===== config.mk =====
export PLATFORM = sky130hd
export DESIGN_NAME = spi_arb_flat
export DESIGN_NICKNAME = d
export VERILOG_FILES = /design/src/rtl/spi_arb_pkg.sv /design/src/rtl/spi_arb_if.sv /design/src/rtl/spi_arb_rr_pick.sv /design/src/rtl/spi_arb.sv /design/src/flat_wrapper.sv
export SDC_FILE = /design/constraint.sdc
export NUM_CORES = 1
export LEC_CHECK = 0
export ABC_AREA = 1
export CORE_ASPECT_RATIO = 1.1
export CORE_MARGIN = 4
export CORE_UTILIZATION = 40
export CTS_CLUSTER_DIAMETER = 120
export DETAILED_ROUTE_END_ITERATION = 8
export GPL_ROUTABILITY_DRIVEN = 0
export PLACE_DENSITY = 0.87
export SETUP_SLACK_MARGIN = 0.15
export SYNTH_ARGS = -nofsm -noshare
export SYNTH_HDL_FRONTEND = slang
export SYNTH_HIERARCHICAL = 1
export SYNTH_SLANG_ARGS = --single-unit

===== constraint.sdc =====
create_clock -name ck -period 2.1 [get_ports ck]
set_input_delay 0.21 -clock ck [delete_from_list [all_inputs] [get_ports ck]]
set_output_delay 0.21 -clock ck [all_outputs]
set_load 0.005 [all_outputs]

===== src/rtl/spi_arb_pkg.sv =====
// spi_arb_pkg -- shared definitions for the SPI flash command arbiter.
// Holds the arbiter FSM state encoding, requester port indices and the
// opcode/address/data widths used by the arbiter and the SPI/SoC glue.
package spi_arb_pkg;

  localparam int CODE_W    = 8;
  localparam int ADDR_W    = 24;
  localparam int DATA_W    = 32;
  localparam int NUM_PORTS = 2;

  // Requester indices: port 0 is the CPU bus, port 1 is fetch/DMA.
  localparam logic PORT_CPU = 1'b0;
  localparam logic PORT_DMA = 1'b1;

  typedef enum logic [2:0] {
    ST_IDLE      = 3'd0,
    ST_ISSUE     = 3'd1,
    ST_WAIT_BUSY = 3'd2,
    ST_WAIT_DONE = 3'd3,
    ST_RESP      = 3'd4
  } arb_state_e;

  // One-hot grant vector for a port index.
  function automatic logic [1:0] port_onehot(input logic idx);
    return (idx == PORT_DMA) ? 2'b10 : 2'b01;
  endfunction

endpackage


===== src/rtl/spi_arb_if.sv =====
// spi_arb_if -- requester and engine signals of the SPI arbiter.
//   p0_* / p1_*      : request, command and completion per requester
//   rdata, gnt       : shared read data and one-hot current owner
//   spi_*            : command bus to / status from the SPI engine
// Modports: slave = the arbiter, master = requesters plus engine.
interface spi_arb_if;
  import spi_arb_pkg::*;

  logic              p0_req,     p1_req;
  logic [CODE_W-1:0] p0_code,    p1_code;
  logic [ADDR_W-1:0] p0_addr,    p1_addr;
  logic              p0_tx_addr, p1_tx_addr;
  logic              p0_done,    p1_done;
  logic              p0_err,     p1_err;
  logic [DATA_W-1:0] rdata;
  logic [1:0]        gnt;
  logic [CODE_W-1:0] spi_code;
  logic [ADDR_W-1:0] spi_addr;
  logic              spi_tx_addr;
  logic              spi_req;
  logic              spi_ready;
  logic [DATA_W-1:0] spi_rdata;

  modport slave (
    input  p0_req, p1_req, p0_code, p1_code, p0_addr, p1_addr,
           p0_tx_addr, p1_tx_addr, spi_ready, spi_rdata,
    output p0_done, p1_done, p0_err, p1_err, rdata, gnt,
           spi_code, spi_addr, spi_tx_addr, spi_req
  );

  modport master (
    output p0_req, p1_req, p0_code, p1_code, p0_addr, p1_addr,
           p0_tx_addr, p1_tx_addr, spi_ready, spi_rdata,
    input  p0_done, p1_done, p0_err, p1_err, rdata, gnt,
           spi_code, spi_addr, spi_tx_addr, spi_req
  );
endinterface


===== src/rtl/spi_arb_rr_pick.sv =====
// spi_arb_rr_pick -- combinational two-way round-robin selector.
//   i_req : request vector (bit n = port n)
//   i_ptr : preferred port when both request
//   o_gnt : one-hot winner, zero when nobody requests
module spi_arb_rr_pick
  import spi_arb_pkg::*;
(
  input  logic [1:0] i_req,
  input  logic       i_ptr,
  output logic [1:0] o_gnt
);

  // Contention goes to the pointer; a lone request wins outright.
  always_comb begin
    o_gnt = 2'b00;
    if (i_req == 2'b11) begin
      o_gnt = port_onehot(i_ptr);
    end else begin
      o_gnt = i_req;
    end
  end

endmodule


===== src/rtl/spi_arb.sv =====
// spi_arb -- arbitrates two requesters onto one SPI flash engine.
//   ck, rst_n : clock (rising edge) and async active-low reset
//   bus       : spi_arb_if.slave -- requester commands/completions,
//               engine command bus, shared read data and grant
// Parameters: TIMEOUT cycles allowed per transaction, N_PORTS (2).
module spi_arb
  import spi_arb_pkg::*;
#(
  parameter int TIMEOUT = 1024,
  parameter int N_PORTS = NUM_PORTS
) (
  input  logic       ck,
  input  logic       rst_n,
  spi_arb_if.slave   bus
);

  localparam int CNT_W = $clog2(TIMEOUT) + 1;

  arb_state_e         r_state, w_state_nxt;
  logic [N_PORTS-1:0] w_req;
  logic [1:0]         w_pick;
  logic               w_timeout, w_capture;
  logic [CNT_W-1:0]   r_cnt, w_cnt_inc;
  logic               r_ptr;
  logic [1:0]         r_gnt, r_done, r_err;
  logic               r_spi_req;
  logic [DATA_W-1:0]  r_rdata;
  logic [CODE_W-1:0]  r_code;
  logic [ADDR_W-1:0]  r_addr;
  logic               r_tx_addr;

  assign w_req     = {bus.p1_req, bus.p0_req};
  assign w_cnt_inc = r_cnt + CNT_W'(1);

  spi_arb_rr_pick u_rr_pick (
    .i_req (w_req),
    .i_ptr (r_ptr),
    .o_gnt (w_pick)
  );

  // Next-state decode; timeout wins in WAIT_BUSY, engine ready wins in WAIT_DONE.
  always_comb begin
    w_state_nxt = r_state;
    w_timeout   = 1'b0;
    w_capture   = 1'b0;
    case (r_state)
      ST_IDLE: begin
        if ((w_req != 2'b00) && bus.spi_ready) begin
          w_state_nxt = ST_ISSUE;
        end else begin
          w_state_nxt = ST_IDLE;
        end
      end
      ST_ISSUE: w_state_nxt = ST_WAIT_BUSY;
      ST_WAIT_BUSY: begin
        if (w_cnt_inc == CNT_W'(TIMEOUT - 1)) begin
          w_state_nxt = ST_RESP;
          w_timeout   = 1'b1;
        end else if (!bus.spi_ready) begin
          w_state_nxt = ST_WAIT_DONE;
        end else begin
          w_state_nxt = ST_WAIT_BUSY;
        end
      end
      ST_WAIT_DONE: begin
        if (bus.spi_ready) begin
          w_state_nxt = ST_RESP;
          w_capture   = 1'b1;
        end else if (w_cnt_inc == CNT_W'(TIMEOUT - 1)) begin
          w_state_nxt = ST_RESP;
          w_timeout   = 1'b1;
        end else begin
          w_state_nxt = ST_WAIT_DONE;
        end
      end
      ST_RESP: w_state_nxt = ST_IDLE;
      default: w_state_nxt = ST_IDLE;
    endcase
  end

  // State register
  always_ff @(posedge ck or negedge rst_n) begin
    if (!rst_n) begin
      r_state <= ST_IDLE;
    end else begin
      r_state <= w_state_nxt;
    end
  end

  // Datapath: command latch, grant, timeout count, completion and read data.
  always_ff @(posedge ck or negedge rst_n) begin
    if (!rst_n) begin
      r_gnt     <= 2'b00;
      r_ptr     <= PORT_CPU;
      r_spi_req <= 1'b0;
      r_done    <= 2'b00;
      r_err     <= 2'b00;
      r_rdata   <= {DATA_W{1'b0}};
      r_code    <= {CODE_W{1'b0}};
      r_addr    <= {ADDR_W{1'b0}};
      r_tx_addr <= 1'b0;
      r_cnt     <= CNT_W'(0);
    end else begin
      // Start pulse is the registered image of ISSUE, so it lasts one cycle.
      r_spi_req <= (r_state == ST_ISSUE);
      r_done    <= 2'b00;
      r_err     <= 2'b00;
      case (r_state)
        ST_IDLE: begin
          if (w_state_nxt == ST_ISSUE) begin
            r_gnt     <= w_pick;
            r_code    <= w_pick[PORT_DMA] ? bus.p1_code    : bus.p0_code;
            r_addr    <= w_pick[PORT_DMA] ? bus.p1_addr    : bus.p0_addr;
            r_tx_addr <= w_pick[PORT_DMA] ? bus.p1_tx_addr : bus.p0_tx_addr;
          end
        end
        ST_ISSUE: r_cnt <= CNT_W'(0);
        ST_WAIT_BUSY, ST_WAIT_DONE: begin
          r_cnt <= w_cnt_inc;
          if (w_state_nxt == ST_RESP) begin
            r_done <= r_gnt;
            r_err  <= w_timeout ? r_gnt : 2'b00;
            // Prefer the port that did not just finish.
            r_ptr  <= ~r_gnt[PORT_DMA];
          end
          if (w_capture) begin
            r_rdata <= bus.spi_rdata;
          end
        end
        ST_RESP: r_gnt <= 2'b00;
        default: r_gnt <= 2'b00;
      endcase
    end
  end

  assign bus.gnt         = r_gnt;
  assign bus.spi_req     = r_spi_req;
  assign bus.spi_code    = r_code;
  assign bus.spi_addr    = r_addr;
  assign bus.spi_tx_addr = r_tx_addr;
  assign bus.rdata       = r_rdata;
  assign bus.p0_done     = r_done[PORT_CPU];
  assign bus.p1_done     = r_done[PORT_DMA];
  assign bus.p0_err      = r_err[PORT_CPU];
  assign bus.p1_err      = r_err[PORT_DMA];

endmodule


===== src/flat_wrapper.sv =====
// flat-port wrapper written by rule: the top's interface ports become plain ports
module spi_arb_flat import spi_arb_pkg::*;
#(
  parameter int TIMEOUT = 1024,
  parameter int N_PORTS = NUM_PORTS
)
  (ck, rst_n, bus_p0_req, bus_p1_req, bus_p0_code, bus_p1_code, bus_p0_addr, bus_p1_addr, bus_p0_tx_addr, bus_p1_tx_addr, bus_spi_ready, bus_spi_rdata, bus_p0_done, bus_p1_done, bus_p0_err, bus_p1_err, bus_rdata, bus_gnt, bus_spi_code, bus_spi_addr, bus_spi_tx_addr, bus_spi_req);
  spi_arb_if bus_i ();
  input  logic ck;
  input  logic rst_n;
  input wire logic [$bits(bus_i.p0_req)-1:0] bus_p0_req;
  input wire logic [$bits(bus_i.p1_req)-1:0] bus_p1_req;
  input wire logic [$bits(bus_i.p0_code)-1:0] bus_p0_code;
  input wire logic [$bits(bus_i.p1_code)-1:0] bus_p1_code;
  input wire logic [$bits(bus_i.p0_addr)-1:0] bus_p0_addr;
  input wire logic [$bits(bus_i.p1_addr)-1:0] bus_p1_addr;
  input wire logic [$bits(bus_i.p0_tx_addr)-1:0] bus_p0_tx_addr;
  input wire logic [$bits(bus_i.p1_tx_addr)-1:0] bus_p1_tx_addr;
  input wire logic [$bits(bus_i.spi_ready)-1:0] bus_spi_ready;
  input wire logic [$bits(bus_i.spi_rdata)-1:0] bus_spi_rdata;
  output wire logic [$bits(bus_i.p0_done)-1:0] bus_p0_done;
  output wire logic [$bits(bus_i.p1_done)-1:0] bus_p1_done;
  output wire logic [$bits(bus_i.p0_err)-1:0] bus_p0_err;
  output wire logic [$bits(bus_i.p1_err)-1:0] bus_p1_err;
  output wire logic [$bits(bus_i.rdata)-1:0] bus_rdata;
  output wire logic [$bits(bus_i.gnt)-1:0] bus_gnt;
  output wire logic [$bits(bus_i.spi_code)-1:0] bus_spi_code;
  output wire logic [$bits(bus_i.spi_addr)-1:0] bus_spi_addr;
  output wire logic [$bits(bus_i.spi_tx_addr)-1:0] bus_spi_tx_addr;
  output wire logic [$bits(bus_i.spi_req)-1:0] bus_spi_req;
  assign bus_i.p0_req = bus_p0_req;
  assign bus_i.p1_req = bus_p1_req;
  assign bus_i.p0_code = bus_p0_code;
  assign bus_i.p1_code = bus_p1_code;
  assign bus_i.p0_addr = bus_p0_addr;
  assign bus_i.p1_addr = bus_p1_addr;
  assign bus_i.p0_tx_addr = bus_p0_tx_addr;
  assign bus_i.p1_tx_addr = bus_p1_tx_addr;
  assign bus_i.spi_ready = bus_spi_ready;
  assign bus_i.spi_rdata = bus_spi_rdata;
  assign bus_p0_done = bus_i.p0_done;
  assign bus_p1_done = bus_i.p1_done;
  assign bus_p0_err = bus_i.p0_err;
  assign bus_p1_err = bus_i.p1_err;
  assign bus_rdata = bus_i.rdata;
  assign bus_gnt = bus_i.gnt;
  assign bus_spi_code = bus_i.spi_code;
  assign bus_spi_addr = bus_i.spi_addr;
  assign bus_spi_tx_addr = bus_i.spi_tx_addr;
  assign bus_spi_req = bus_i.spi_req;
  spi_arb #(.TIMEOUT(TIMEOUT), .N_PORTS(N_PORTS)) u_core (.ck(ck), .rst_n(rst_n), .bus(bus_i));
endmodule

==> impl_metrics.env, run 1 <==
export IMPL_drt_iter0_drc=203
export IMPL_yosys_cell_types_count=22
export IMPL_place_ws_ns=0.278
export IMPL_dieArea_um2=11400
export IMPL_io_buffers=174
export IMPL_arrival_ns=2.03
export IMPL_coreArea_um2=9440
export IMPL_boundaryPins=175
export IMPL_synth_most_common_cell="nand2_1"
export IMPL_clock_sinks=87
export IMPL_via_per_inst=4.97
export IMPL_stdcell_area_um2=5960
export IMPL_crit_slowest_cell="dfrtp_1"
export IMPL_clk_pin_slew_ns=0.09
export IMPL_crit_path_end_kind="flip-flop"
export IMPL_root_buffer="clkbuf_8"
export IMPL_area_growth_pct=53.2
export IMPL_hp_class="in2async"
export IMPL_gr_usage_met1_pct=23.0
export IMPL_drv_cap=0
export IMPL_drc_errors=0
export IMPL_cts_buffers=9
export IMPL_outcome="completed"
export IMPL_h_tree_depth=3
export IMPL_yosysTopAreaCell="dfrtp_1"
export IMPL_use_met2_pct=32.5
export IMPL_final_layout_size_suffix_gt1_share_pct=5.78
export IMPL_final_antenna_net_count=0
export IMPL_postLayoutCoreUtil_pct=63.1
export IMPL_ir_drop_v=0.000652
export IMPL_dp_hpwl_um=8440
export IMPL_async_flop_share_pct=100
export IMPL_placed_cells=759
export IMPL_ys_seq_area_share_pct=55.9
export IMPL_slew_limit_headroom_pct=70.1
export IMPL_initial_core_util_pct=41.2
export IMPL_cts_tree="built"
export IMPL_wl_per_cell_um=14.1
export IMPL_worstMarginPinSlew_ns=0.449
export IMPL_synth_top_cell_area_share_pct=55.9
export IMPL_antenna_found_initial=0
export IMPL_fillers=803
export IMPL_dieWidth_um=102
export IMPL_busiest_layer="met2"
export IMPL_timing_final_crit_share_pct=83.6
export IMPL_fin_tns_setup_ns=0
export IMPL_synth_seq_cells=87
export IMPL_crit_path_start_kind="flip-flop"
export IMPL_ys_top_cells_by_area="dfrtp_1, nand2_1, a31oi_1"
export IMPL_avgSynthCellArea_um2=8.09
export IMPL_grt_pass1_wl_um=18000
export IMPL_vias=3853
export IMPL_worstSetupPathType="reg2reg"
export IMPL_rsz0062_at_grt="no"
export IMPL_fin_ws_ns=0.344
export IMPL_use_met3_pct=6.58
export IMPL_dr_pass1_iters=5
export IMPL_slowest_delay_ns=0.43
export IMPL_cp_required_ns=2.38
export IMPL_total_leakage_power_nw=2.72
export IMPL_antennaDiodeCount=0
export IMPL_final_hold_viol_count=0
export IMPL_num_rows=37
export IMPL_grt_pass1_vias=3878
export IMPL_fmax_ghz=0.569
export IMPL_yosysWarnings=6
export IMPL_synth_edf_count=0
export IMPL_synthesis_area_um2=3890
export IMPL_totalWireLength_um=10900
export IMPL_synthTopCellsByCount="nand2_1, dfrtp_1, nor2_1, a31oi_1, inv_1"
export IMPL_die_h_um=111
export IMPL_postCtsSetupRepairBufs=0
export IMPL_syn_nets=586
export IMPL_stdcell_count=775
export IMPL_grt_usage_pct=19.5
export IMPL_synth_main_ff_cell="dfrtp_1"
export IMPL_setup_viol=0
export IMPL_min_period_ns=1.76
export IMPL_synthesis_instances=481
export IMPL_powerDensity_nw_per_um2=1150
export IMPL_fin_nets=759
export IMPL_grt_max_degree=61
export IMPL_clk_latency_ns=0.36
export IMPL_finClkSkew_ns=0.0131
export IMPL_cts_max_path_buffers=2
export IMPL_maxSlewViolCount=0
export IMPL_place_area_um2=5780
export IMPL_crit_fanout=4
export IMPL_grt_overflow=0
export IMPL_worstPathCellList="ha_1 > nand2_1 > inv_1 > nor2_1 > nand2_1 > nor2_1 > nand2_1 > nor2_2 > nand3_2 > nand2_2 > nand2_2 > nor2_1"
==> final cells by class <==
cell class / instances / area, µm² / area share, %
clock buffer: 10 / 128 / 2.14
clock inverter: 5 / 41.3 / 0.692
inverter: 27 / 101 / 1.70
multi-input combinational: 346 / 1520 / 25.5
sequential: 87 / 2180 / 36.5
tap: 117 / 146 / 2.45
timing repair buffer: 183 / 1850 / 31.0
==> cells by family (layout without fill, tap and decap cells) <==
kind of cell    Yosys count  after routing  share of synthesized area (%)
buf+inv                  48            225                           4.95
fa+ha+maj                 2              2                          0.643
compound gates           49             49                           7.65
xor+xnor                  1              1                          0.225
flops                    87             87                           55.9
simple gates            294            294                           30.6
==> through the flow <==
stage / hold WS (ns) / power (W)
5_1_grt: 0.337 / 0.00735
3_5_place_dp: 0.155 / 0.00586
4_1_cts: 0.306 / 0.00691
6_report: 0.311 / 0.00684
3_3_place_gp: 0.154 / 0.00573
2_1_floorplan: -0.0856 / 0.00394
==> registers in the layout, indices dropped and copies added (netlist names) <==
name                    cells
u_core/r_state              3
u_core/r_err                2
u_core/bus.rdata           32
u_core/bus.spi_addr        24
u_core/r_done               2
u_core/bus.spi_req          1
u_core/bus.spi_code         8
u_core/bus.gnt              2
u_core/r_ptr                1
u_core/r_cnt               11
u_core/bus.spi_tx_addr      1
==> worst max-delay path, delay by kind of cell (launching register included) <==
| family | cells | cell delay [ns] |
|---|---|---|
| fa+ha+maj | 1 | 0.26 |
| simple gates | 10 | 0.94 |
| buf+inv | 1 | 0.05 |
| flops | 1 | 0.43 |
==> metal layers <==
layer / up-vias / share of wire, %
met5: - / 0
met4: 0 / 2.7
met3: 23 / 9.9
met2: 185 / 49
met1: 1771 / 38
li1: 1874 / -
==> path summary, 6_finish.rpt <==
path	startpoint	endpoint	slack [ns]	cells after the start
min in group ck	bus_spi_rdata[28]	u_core/bus.rdata[28]	0.38	3
max	u_core/r_cnt[0]	u_core/r_done[0]	0.34	12
min reg2reg	u_core/bus.rdata[12]	u_core/bus.rdata[12]	0.48	2
min	rst_n	u_core/bus.rdata[28]	0.31	2
max reg2reg	u_core/r_cnt[0]	u_core/r_done[0]	0.34	12
max in group asynchronous	rst_n	u_core/r_cnt[1]	1.13	3
==> report_power, final <==
group	internal [W]	total, W	switching (W)
Combinational	0.00170	0.00300	0.00129
Sequential	0.00237	0.00282	0.000445
Clock	0.000434	0.00102	0.000590
Total	0.00451	0.00684	0.00233
==> what timing repair did <==
item | CTS | global route
setup endpoints to repair | 0 | 3
hold buffers | 1 | 0
resized for setup | 0 | 1
endpoints found under the hold margin | 27 | 0
==> cell usage in the layout (no fill, tap or decap), types with 5 or more instances in the layout <==
cell,netlist,layout
o22ai_1,7,7
dfrtp_1,87,86
clkbuf_8,0,9
inv_1,26,25
o21ai_0,7,7
clkdlybuf4s50_1,0,173
nand3_1,18,18
a31oi_1,33,33
nor2_2,5,5
buf_4,0,6
nor2_1,48,48
nand2_1,210,210
No activity file was read; power rests on OpenSTA's default activity.
==> inputs of run 2 (changes only) <==
clock period = 1.7 ns   (was 2.1 ns; I/O delays follow)
==> run 2 against run 1 <==
Die area stayed put; global-route usage is 1.6 points higher; sequential share of layout area is 1.7 points lower; sequential power is 24% higher; final area is 4.9% higher; register-to-register slack worse by 0.26 ns; routed wire length is 7.8% higher; non-clock buffer count is 8 higher; power is 33% higher; clock power is 59% higher; critical path type unchanged; core utilization is 3.1 points higher.
==> impl_metrics.env, run 2 (synthesis results as in run 1) <==
export IMPL_final_layout_size_suffix_gt1_share_pct=11.4
export IMPL_final_common_cell="nand2_1"
export IMPL_grt_pass1_wl_um=19300
export IMPL_clk_latency_ns=0.36
export IMPL_crit_path_end_kind="flip-flop"
export IMPL_initial_core_util_pct=41.2
export IMPL_dp_hpwl_um=8670
export IMPL_dr_pass1_iters=6
export IMPL_wl_per_cell_um=15.0
export IMPL_layout_common_cells="nand2_1, clkdlybuf4s50_1, dfrtp_1, nor2_1, a31oi_1"
export IMPL_cts_max_path_buffers=2
export IMPL_place_ws_ns=0.0734
export IMPL_grt_usage_pct=21.1
export IMPL_cts_buffers=9
export IMPL_cp_required_ns=1.93
export IMPL_boundaryPins=175
export IMPL_num_rows=37
export IMPL_crit_path_frequent_cell="nand2_2"
export IMPL_ir_drop_v=0.000823
export IMPL_h_tree_depth=3
export IMPL_multiInputGateArea_um2=1660
export IMPL_fin_hold_ws_ns=0.320
export IMPL_setup_viol=0
export IMPL_placed_cells=765
export IMPL_crit_fanout=5
export IMPL_place_area_um2=5850
export IMPL_fin_ws_ns=0.0848
export IMPL_dieWidth_um=102
export IMPL_worstSetupPathType="reg2reg"
export IMPL_worstMarginPinSlew_ns=0.498
export IMPL_slew_limit_headroom_pct=66.8
export IMPL_grt_overflow=0
export IMPL_io_buffers=174
export IMPL_fmax_ghz=0.619
export IMPL_min_period_ns=1.62
export IMPL_die_h_um=111
export IMPL_final_antenna_net_count=0
export IMPL_rsz0062_at_grt="yes"
export IMPL_stdcell_count=784
export IMPL_area_growth_pct=60.8
export IMPL_antennaDiodeCount=0
export IMPL_fin_nets=767
export IMPL_crit_slowest_cell="dfrtp_1"
export IMPL_clk_pin_slew_ns=0.09
export IMPL_timing_final_crit_share_pct=95.0
export IMPL_dieArea_um2=11400
export IMPL_drv_cap=0
export IMPL_slowest_delay_ns=0.44
export IMPL_total_leakage_power_nw=2.81
export IMPL_largest_register_ff_count=32
export IMPL_outcome="completed"
export IMPL_crit_family="simple AND/OR/NAND/NOR gates"
export IMPL_stdcell_area_um2=6260
export IMPL_coreArea_um2=9440
export IMPL_finClkSkew_ns=0.0116
export IMPL_hp_class="in2async"
export IMPL_arrival_ns=1.85
export IMPL_drt_iter0_drc=218
export IMPL_maxSlewViolCount=0
export IMPL_drc_errors=0
export IMPL_via_per_inst=5.02
export IMPL_antenna_found_initial=0
export IMPL_cts_tree="built"
export IMPL_grt_max_degree=38
export IMPL_final_hold_viol_count=0
export IMPL_grt_pass1_vias=4076
export IMPL_powerDensity_nw_per_um2=1450
export IMPL_vias=3936
export IMPL_clock_sinks=87
export IMPL_root_buffer="clkbuf_8"
export IMPL_fillers=740
export IMPL_worstPathCellList="ha_4 > nand3_4 > nor2_4 > nand2_2 > nand2_2 > inv_2 > nor2_2 > nand3_2 > nand2_2 > o21ai_0"
export IMPL_path_buf_inv=1
export IMPL_totalWireLength_um=11700
export IMPL_register_area_um2=2180
export IMPL_crit_path_start_kind="flip-flop"
export IMPL_total_power_w=0.00907
run 2: worst paths after layout:
| check | from | endpoint | slack, ns | cells past startpoint |
|---|---|---|---|---|
| min in group ck | bus_spi_rdata[22] | u_core/bus.rdata[22] | 0.34 | 3 |
| max | u_core/r_cnt[0] | u_core/r_state[1] | 0.08 | 10 |
| min | rst_n | u_core/bus.spi_addr[3] | 0.32 | 2 |
| max in group asynchronous | rst_n | u_core/bus.spi_addr[19] | 0.79 | 3 |
| max reg2reg | u_core/r_cnt[0] | u_core/r_state[1] | 0.08 | 10 |
| min reg2reg | u_core/bus.rdata[24] | u_core/bus.rdata[24] | 0.48 | 2 |
run 2: per-stage QoR:
step / TNS, ns / utilization [%]
6_report: 0 / 66.2
5_1_grt: -0.0699 / 66.2
4_1_cts: 0 / 65.3
3_5_place_dp: 0 / 62.0
3_3_place_gp: 0 / 62.0
2_1_floorplan: 0 / -
run 2: report_power, final:
group | leakage (nW) | internal [W] | switching, W
sequential | 1.06 | 0.00293 | 0.000562
clock | 0.113 | 0.000847 | 0.000770
combinational | 1.64 | 0.00223 | 0.00172
total | 2.81 | 0.00601 | 0.00306
run 2: area by class of cell:
class	count	area share (%)
flip-flops and latches	87	34.8
repair buffers	191	31.1
multi-input cells	346	26.5
well taps	117	2.34
clock buffers	9	1.98
clock inverters	7	1.66
inverters	27	1.62
run 2: layer usage:
layer	share of wire (%)	GRT usage, %
met1	38	24.2
met2	51	36.0
met3	8.6	6.58
met4	2.7	8.49
met5	0	0
run 2: repair_timing:
action	CTS	global route
resized for setup	20	22
setup endpoints to repair	8	19
endpoints found under the hold margin	34	0
pin swaps	9	6
buffers inserted	2	0
hold buffers	1	0
cloned	0	0
